## src/rtl/pipe_stage_reg.sv

```systemverilog
// Two-entry skid-buffer pipeline register with registered in_ready and out_data.
// Optional bubble counter is enabled by defining PIPE_STAGE_BUBBLE_CNT_EN.
module pipe_stage_reg #(
    parameter int unsigned       DATA_W  = 32,
    parameter logic [DATA_W-1:0] RST_VAL = '0
) (
    input  logic              clk,
    input  logic              rst,
    input  logic              flush,
    input  logic              in_valid,
    output logic              in_ready,
    input  logic [DATA_W-1:0] in_data,
    output logic              out_valid,
    input  logic              out_ready,
    output logic [DATA_W-1:0] out_data,
    output logic [1:0]        occupancy,
    output logic [15:0]       bubble_cnt
);

    // Encoding equals the entry count so occupancy comes straight from the state.
    localparam logic [1:0] StEmpty = 2'd0;
    localparam logic [1:0] StOne   = 2'd1;
    localparam logic [1:0] StTwo   = 2'd2;

    logic [1:0]        state_q, state_d;
    logic [DATA_W-1:0] main_q, main_d;
    logic [DATA_W-1:0] skid_q, skid_d;
    logic              in_ready_q, in_ready_d;
    logic              out_valid_q, out_valid_d;
    logic              push, pop;

    assign push = in_valid & in_ready_q;
    assign pop  = out_valid_q & out_ready;

    always_comb begin
        state_d = state_q;
        main_d  = main_q;
        skid_d  = skid_q;
        if (flush) begin
            // Payload is left alone; only the valid state is discarded.
            state_d = StEmpty;
        end else begin
            case (state_q)
                StEmpty: begin
                    if (push) begin
                        state_d = StOne;
                        main_d  = in_data;
                    end
                end
                StOne: begin
                    if (push && !pop) begin
                        state_d = StTwo;
                        skid_d  = in_data;
                    end else if (push && pop) begin
                        main_d = in_data;
                    end else if (pop) begin
                        state_d = StEmpty;
                    end
                end
                StTwo: begin
                    if (pop) begin
                        state_d = StOne;
                        main_d  = skid_q;
                    end
                end
                default: state_d = StEmpty;
            endcase
        end
        in_ready_d  = (state_d != StTwo);
        out_valid_d = (state_d != StEmpty);
    end

    always_ff @(posedge clk or negedge rst) begin
        if (!rst) begin
            state_q     <= StEmpty;
            main_q      <= RST_VAL;
            skid_q      <= RST_VAL;
            in_ready_q  <= 1'b1;
            out_valid_q <= 1'b0;
        end else begin
            state_q     <= state_d;
            main_q      <= main_d;
            skid_q      <= skid_d;
            in_ready_q  <= in_ready_d;
            out_valid_q <= out_valid_d;
        end
    end

    assign in_ready  = in_ready_q;
    assign out_valid = out_valid_q;
    assign out_data  = main_q;
    assign occupancy = state_q;

`ifdef PIPE_STAGE_BUBBLE_CNT_EN
    logic [15:0] bubble_q;

    // Saturating count of cycles where downstream was ready but nothing was offered.
    always_ff @(posedge clk or negedge rst) begin
        if (!rst) begin
            bubble_q <= '0;
        end else if (out_ready && !out_valid_q && (bubble_q != 16'hFFFF)) begin
            bubble_q <= bubble_q + 16'd1;
        end
    end

    assign bubble_cnt = bubble_q;
`else
    assign bubble_cnt = '0;
`endif

endmodule

```

## config.mk

```make
export PLATFORM = sky130hd
export DESIGN_NAME = pipe_stage_reg
export DESIGN_NICKNAME = d
export VERILOG_FILES = /design/src/rtl/pipe_stage_reg.sv
export SDC_FILE = /design/constraint.sdc
export NUM_CORES = 1
export LEC_CHECK = 0
export CORE_MARGIN = 2
export CORE_UTILIZATION = 40
export CTS_CLUSTER_SIZE = 10
export DETAILED_ROUTE_END_ITERATION = 16
export GPL_ROUTABILITY_DRIVEN = 0
export PLACE_DENSITY = 0.68
export SLEW_MARGIN = 20
export SYNTH_ARGS = -nofsm -noshare
export SYNTH_HDL_FRONTEND = slang
export SYNTH_SLANG_ARGS = --single-unit
```

## constraint.sdc

```tcl
create_clock -name clk -period 3.4 [get_ports clk]
set_clock_uncertainty 0.1 [all_clocks]
set_input_delay 0.85 -clock clk [delete_from_list [all_inputs] [get_ports clk]]
set_output_delay 0.85 -clock clk [all_outputs]
set_load 0.02 [all_outputs]
```

==> metrics.txt, run 1 <==
horizontal die dimension 94.9 microns; biggest area contributors in the synthesized netlist dfrtp_1 (51%), mux2_2 (20%), mux2_4 (14%); register clock-pin slew on the reported worst setup and hold paths 0.07 ns; ANT nets after route 0; Die Outline Area 0.00901 sq mm; post-CTS setup repair buffer count 0; final period demand of the worst path 2.47 ns; Fillers 685; count of TritonRoute iterations in the first routing pass 3; TritonCTS clock tree built; post-synthesis cell area 0.00331 sq mm; number of distinct standard cells referenced by the synthesized netlist 23; proportion of synthesized flip-flops having asynchronous set or reset 100%; number of clock sinks 68; Worst Setup End Kind output port; VDD IR-drop max 343 uV; category of cells accounting for the largest share of critical-path delay buffers and inverters; overall overflow remaining after global route 0; vias in the first global route 1938; nets@finish 321; smallest hold slack 0.395 ns; Worst Max-Slew Pin Slew 0.723 ns; setup tns final 0 ns; number of cell rows 33; maximum fanout encountered on the critical timing path 5; max-capacitance violation count 0; WHS Path Cells 1; Layout Utilization 52.2%; top-level port count 89; crit share post-route 72.6%; largest stage delay on the critical path 0.62 ns; post-CTS sizing 0; routed via count divided by cell count 4.68; routed length per instance 15.2 microns; final antenna diode count 0; hold_buf cts 0; cell leakage power 1.83 nW; Critical Path Source Type flip-flop; multi-input gate area in the final layout 0.00140 sq mm; Clock Latency Late Sink 0.33 ns; count of buffers inserted at the top-level ports 72; total track usage 14.0%; unrepaired setup endpoints after global routing false; total number of yosys warnings 0; largest net degree at the start of global routing 39; maximum buffer depth of the clock tree 2; initial cell density of the core 40.7%; result of the run finished, final reports clean; sequential fraction of the synthesis area 51.5%; area share of the largest cell type after synthesis 50.7%; top cells by count, synth dfrtp_1 (67), mux2_2 (60), mux2_4 (30), buf_4 (16), buf_6 (7); P&R area growth vs syn 28.4%; path length in cells of the critical path 1; WS Path Type flip-flop to output port; H-Tree Depth 3; depth of the worst register-to-register path 4; most used standard cell by instance count after synthesis dfrtp_1; overall die height 94.9 microns; DP HPWL 4.08 mm; worst slew margin relative to its limit 51.8%; global-route wire length before repair 9.57 mm; cell area power density 710 mW/mm^2; vias post-DR 1844; number of antenna violations at the first check in global routing 0; number of flops mapped to enable cells by yosys 0; number of buffer and inverter instances along the worst setup path 1; cell with the largest stage delay on the worst path clkdlybuf4s50_1; average cell area after synthesis 16.0 sq um; post-detailed-route DRC marker count 0; post-synthesis cell type with the largest combined area dfrtp_1; cell count after synthesis 207; post-synthesis sequential element count 68; First DRT Iteration DRCs 39; final setup violating endpoints 0; aggregate routed wire length 6.00 mm; share of layout cells above drive strength 1 40.5%; max-slew violation total from the final report 0; final hold vios 0; footprint of the flip-flops and latches 0.00170 sq mm; total core area 0.00813 sq mm; root buf cell clkbuf_8; required time of the critical path 2.45 ns; Hold Crit Class flip-flop to flip-flop; Max Clk Rate 0.405 GHz; Cell Chain, Critical Path clkdlybuf4s50_1; Synth Flop Type dfrtp_1; clock buffers created by TritonCTS 9; arrival time of the worst setup path 1.52 ns
-- through the flow --
stage	power (mW)	instances	setup WS (ns)	instance area, sq um
4_1_cts	3.05	394	0.903	4250
5_1_grt	3.17	394	0.884	4250
2_1_floorplan	1.86	222	1.29	3360
3_3_place_gp	2.23	378	0.605	4020
6_report	3.01	394	0.932	4250
3_5_place_dp	2.25	378	0.591	4020
-- path summary, 6_finish.rpt --
check | startpoint | end | slack [ns]
max | in_ready$_DFF_PN1_ | in_ready | 0.93
min in group asynchronous | rst | out_data[1]$_DFFE_PN0P_ | 0.47
max reg2reg | occupancy[1]$_DFF_PN0_ | out_data[26]$_DFFE_PN0P_ | 1.43
min | skid_q[5]$_DFFE_PN0P_ | skid_q[5]$_DFFE_PN0P_ | 0.40
max in group asynchronous | rst | out_data[15]$_DFFE_PN0P_ | 2.09
min reg2reg | skid_q[5]$_DFFE_PN0P_ | skid_q[5]$_DFFE_PN0P_ | 0.40
-- cell type report --
cell class | instances | share of cell area [%]
flip-flops and latches | 68 | 40.1
multi-input cells | 127 | 32.9
repair buffers | 77 | 18.3
clock buffers | 11 | 3.09
well taps | 105 | 3.09
clock inverters | 5 | 2.36
inverters | 1 | 0.0884
-- sequential cells by signal (all words and copies together) (netlist names) --
register and count:
occupancy 2, skid_q 32, in_ready 1, out_valid 1, out_data 32
-- report_power, final --
group	leakage, nW	internal [mW]	switching, mW	total (mW)
Sequential	0.813	1.10	0.159	1.26
Clock	0.117	0.486	0.300	0.786
Combinational	0.902	0.589	0.379	0.968
-- placed cells by master (no fill, tap or decap), types with 2 or more instances in the layout --
| master | instances |
|---|---|
| clkbuf_8 | 9 |
| o21ai_0 | 2 |
| bufinv_16 | 3 |
| conb_1 | 16 |
| buf_12 | 2 |
| a211oi_1 | 2 |
| mux2_1 | 6 |
| clkdlybuf4s50_1 | 71 |
| mux2_4 | 30 |
| dfrtp_1 | 67 |
| mux2_2 | 60 |
| clkinv_2 | 2 |
| buf_4 | 3 |
| clkbuf_1 | 2 |
-- cells by family after synthesis --
group | after synthesis | share of synthesized area [%]
muxes | 96 | 36.1
DFF | 68 | 51.5
buffers and inverters | 27 | 7.94
and+or+nand+nor | 8 | 2.31
AOI/OAI and AO/OA | 7 | 2.08
other | 1 | 0.113
-- routing by layer --
layer | vias up | global-route usage [%] | share of wire [%]
met4 | 0 | 5.07 | 1.4
met5 | - | 0 | 0
met3 | 9 | 3.83 | 5.0
li1 | 857 | - | -
met2 | 58 | 22.6 | 48
met1 | 920 | 18.1 | 45
Note: power is estimated with default switching activity, not from simulation.
==> run 2: changes to the inputs <==
Clock period 3.4 ns to 2.4 ns, I/O delays scaled along.
==> run 2 against run 1 <==
  * Combinational power increased by 44%
  * Sequential share of layout area decreased by 0.99 points
  * Hold slack got worse by 0.24 ns
  * Design area increased by 2.5%
  * Clock-buffer cell count decreased by 1
  * Setup slack got worse by 0.76 ns
  * Via count increased by 2.1%
  * Core utilization increased by 1.3 points
  * Largest cell class unchanged
==> metrics.txt, run 2 (synthesized netlist as in run 1, its figures left out) <==
max-capacitance violation count 0; register clock-pin slew on the reported worst setup and hold paths 0.07 ns; routed via count divided by cell count 4.72; required time of the critical path 1.70 ns; top-level port count 89; largest stage delay on the critical path 0.67 ns; VDD IR-drop max 362 uV; root buf cell clkbuf_8; routed length per instance 15.1 microns; hold_buf cts 0; setup slack at placement -0.0171 ns; horizontal die dimension 94.9 microns; aggregate routed wire length 6.04 mm; nets@finish 326; Critical Path Source Type flip-flop; maximum fanout encountered on the critical timing path 8; result of the run finished, final reports clean; number of cell rows 33; Worst Setup End Kind output port; most common library cell in the layout ignoring fill and taps clkdlybuf4s50_1; P&R area growth vs syn 31.6%; crit share post-route 93.0%; number of clock sinks 68; H-Tree Depth 3; post-detailed-route DRC marker count 0; post-CTS setup repair buffer count 0; ANT nets after route 0; cell leakage power 1.88 nW; initial cell density of the core 40.7%; most frequent cells in the layout clkdlybuf4s50_1 (71), dfrtp_1 (67), mux2_2 (60); TritonCTS clock tree built; Hold Crit Class input port to async pin; share of layout cells above drive strength 1 41.8%; arrival time of the worst setup path 1.53 ns; total core area 0.00813 sq mm; final setup violating endpoints 0; cell area power density 1010 mW/mm^2; DP HPWL 4.00 mm; cell with the largest stage delay on the worst path clkdlybuf4s50_1; WS Path Type flip-flop to output port; Final Worst Setup Slack 0.168 ns; smallest hold slack 0.152 ns; largest net degree at the start of global routing 69; count of TritonRoute iterations in the first routing pass 2; final antenna diode count 0; post-place instance area 0.00409 sq mm; final hold vios 0; vias in the first global route 1980; unrepaired setup endpoints after global routing false; category of cells accounting for the largest share of critical-path delay buffers and inverters; Clock Latency Late Sink 0.34 ns; count of buffers inserted at the top-level ports 72; final period demand of the worst path 2.23 ns; overall overflow remaining after global route 0; First DRT Iteration DRCs 41; global-route wire length before repair 9.87 mm; max-slew violation total from the final report 0; Max Clk Rate 0.448 GHz; number of antenna violations at the first check in global routing 0; vias post-DR 1882; clock buffers created by TritonCTS 9; Cell Chain, Critical Path clkdlybuf4s50_1; total track usage 14.7%; post-CTS sizing 0; number of buffer and inverter instances along the worst setup path 1; maximum buffer depth of the clock tree 2; Die Outline Area 0.00901 sq mm; area of all placed cells without fillers 0.00435 sq mm; overall die height 94.9 microns
run 2: cell count changes in the layout (fill, tap and decap cells not counted), sizes merged:
cell / change
buf: +5
bufinv: +1
clkbuf: -1
clkinv: -1
clkinvlp: +1
run 2: path summary, 6_finish.rpt:
| kind | cells after the start | to | slack (ns) | start |
|---|---|---|---|---|
| worst max-delay path | 1 | occupancy[0] | 0.17 | occupancy[0]$_DFF_PN0_ |
| worst min-delay path | 2 | skid_q[2]$_DFFE_PN0P_ | 0.15 | rst |
| worst max register to register | 4 | out_data[22]$_DFFE_PN0P_ | 0.58 | occupancy[1]$_DFF_PN0_ |
| worst min register to register | 1 | skid_q[5]$_DFFE_PN0P_ | 0.40 | skid_q[5]$_DFFE_PN0P_ |
| max in group asynchronous | 2 | in_ready$_DFF_PN1_ | 1.70 | rst |
| min in group clk | 1 | skid_q[5]$_DFFE_PN0P_ | 0.40 | skid_q[5]$_DFFE_PN0P_ |
run 2: power breakdown:
| group | leakage (nW) | total (mW) | switching, mW | internal [mW] |
|---|---|---|---|---|
| Sequential | 0.813 | 1.79 | 0.225 | 1.56 |
| Combinational | 0.938 | 1.39 | 0.538 | 0.849 |
| Clock | 0.127 | 1.24 | 0.445 | 0.797 |
| Total | 1.88 | 4.42 | 1.21 | 3.21 |
run 2: layer usage:
metal | GRT usage, % | up-vias | part of all wire (%)
met5 | 0 | - | 0
met4 | 7.25 | 0 | 2.1
met1 | 19.3 | 940 | 47
li1 | - | 875 | -
met2 | 21.9 | 57 | 46
met3 | 4.55 | 10 | 5.1
run 2: final cells by class:
| cell class | instances | area [sq um] |
|---|---|---|
| inverter | 1 | 3.75 |
| sequential | 68 | 1700 |
| tap | 105 | 131 |
| multi-input combinational | 127 | 1400 |
| timing repair buffer | 82 | 853 |
| clock buffer | 10 | 128 |
| clock inverter | 6 | 136 |
| fill | 714 | 3780 |
run 2: through the flow:
step	util (%)	power [mW]	instances	TNS, ns
floorplan	-	2.64	222	0
global placement	50.3	3.17	383	0
detailed placement	50.3	3.21	383	-0.0264
CTS	53.5	4.47	399	0
global route	53.5	4.66	399	0
finish	53.5	4.42	399	0
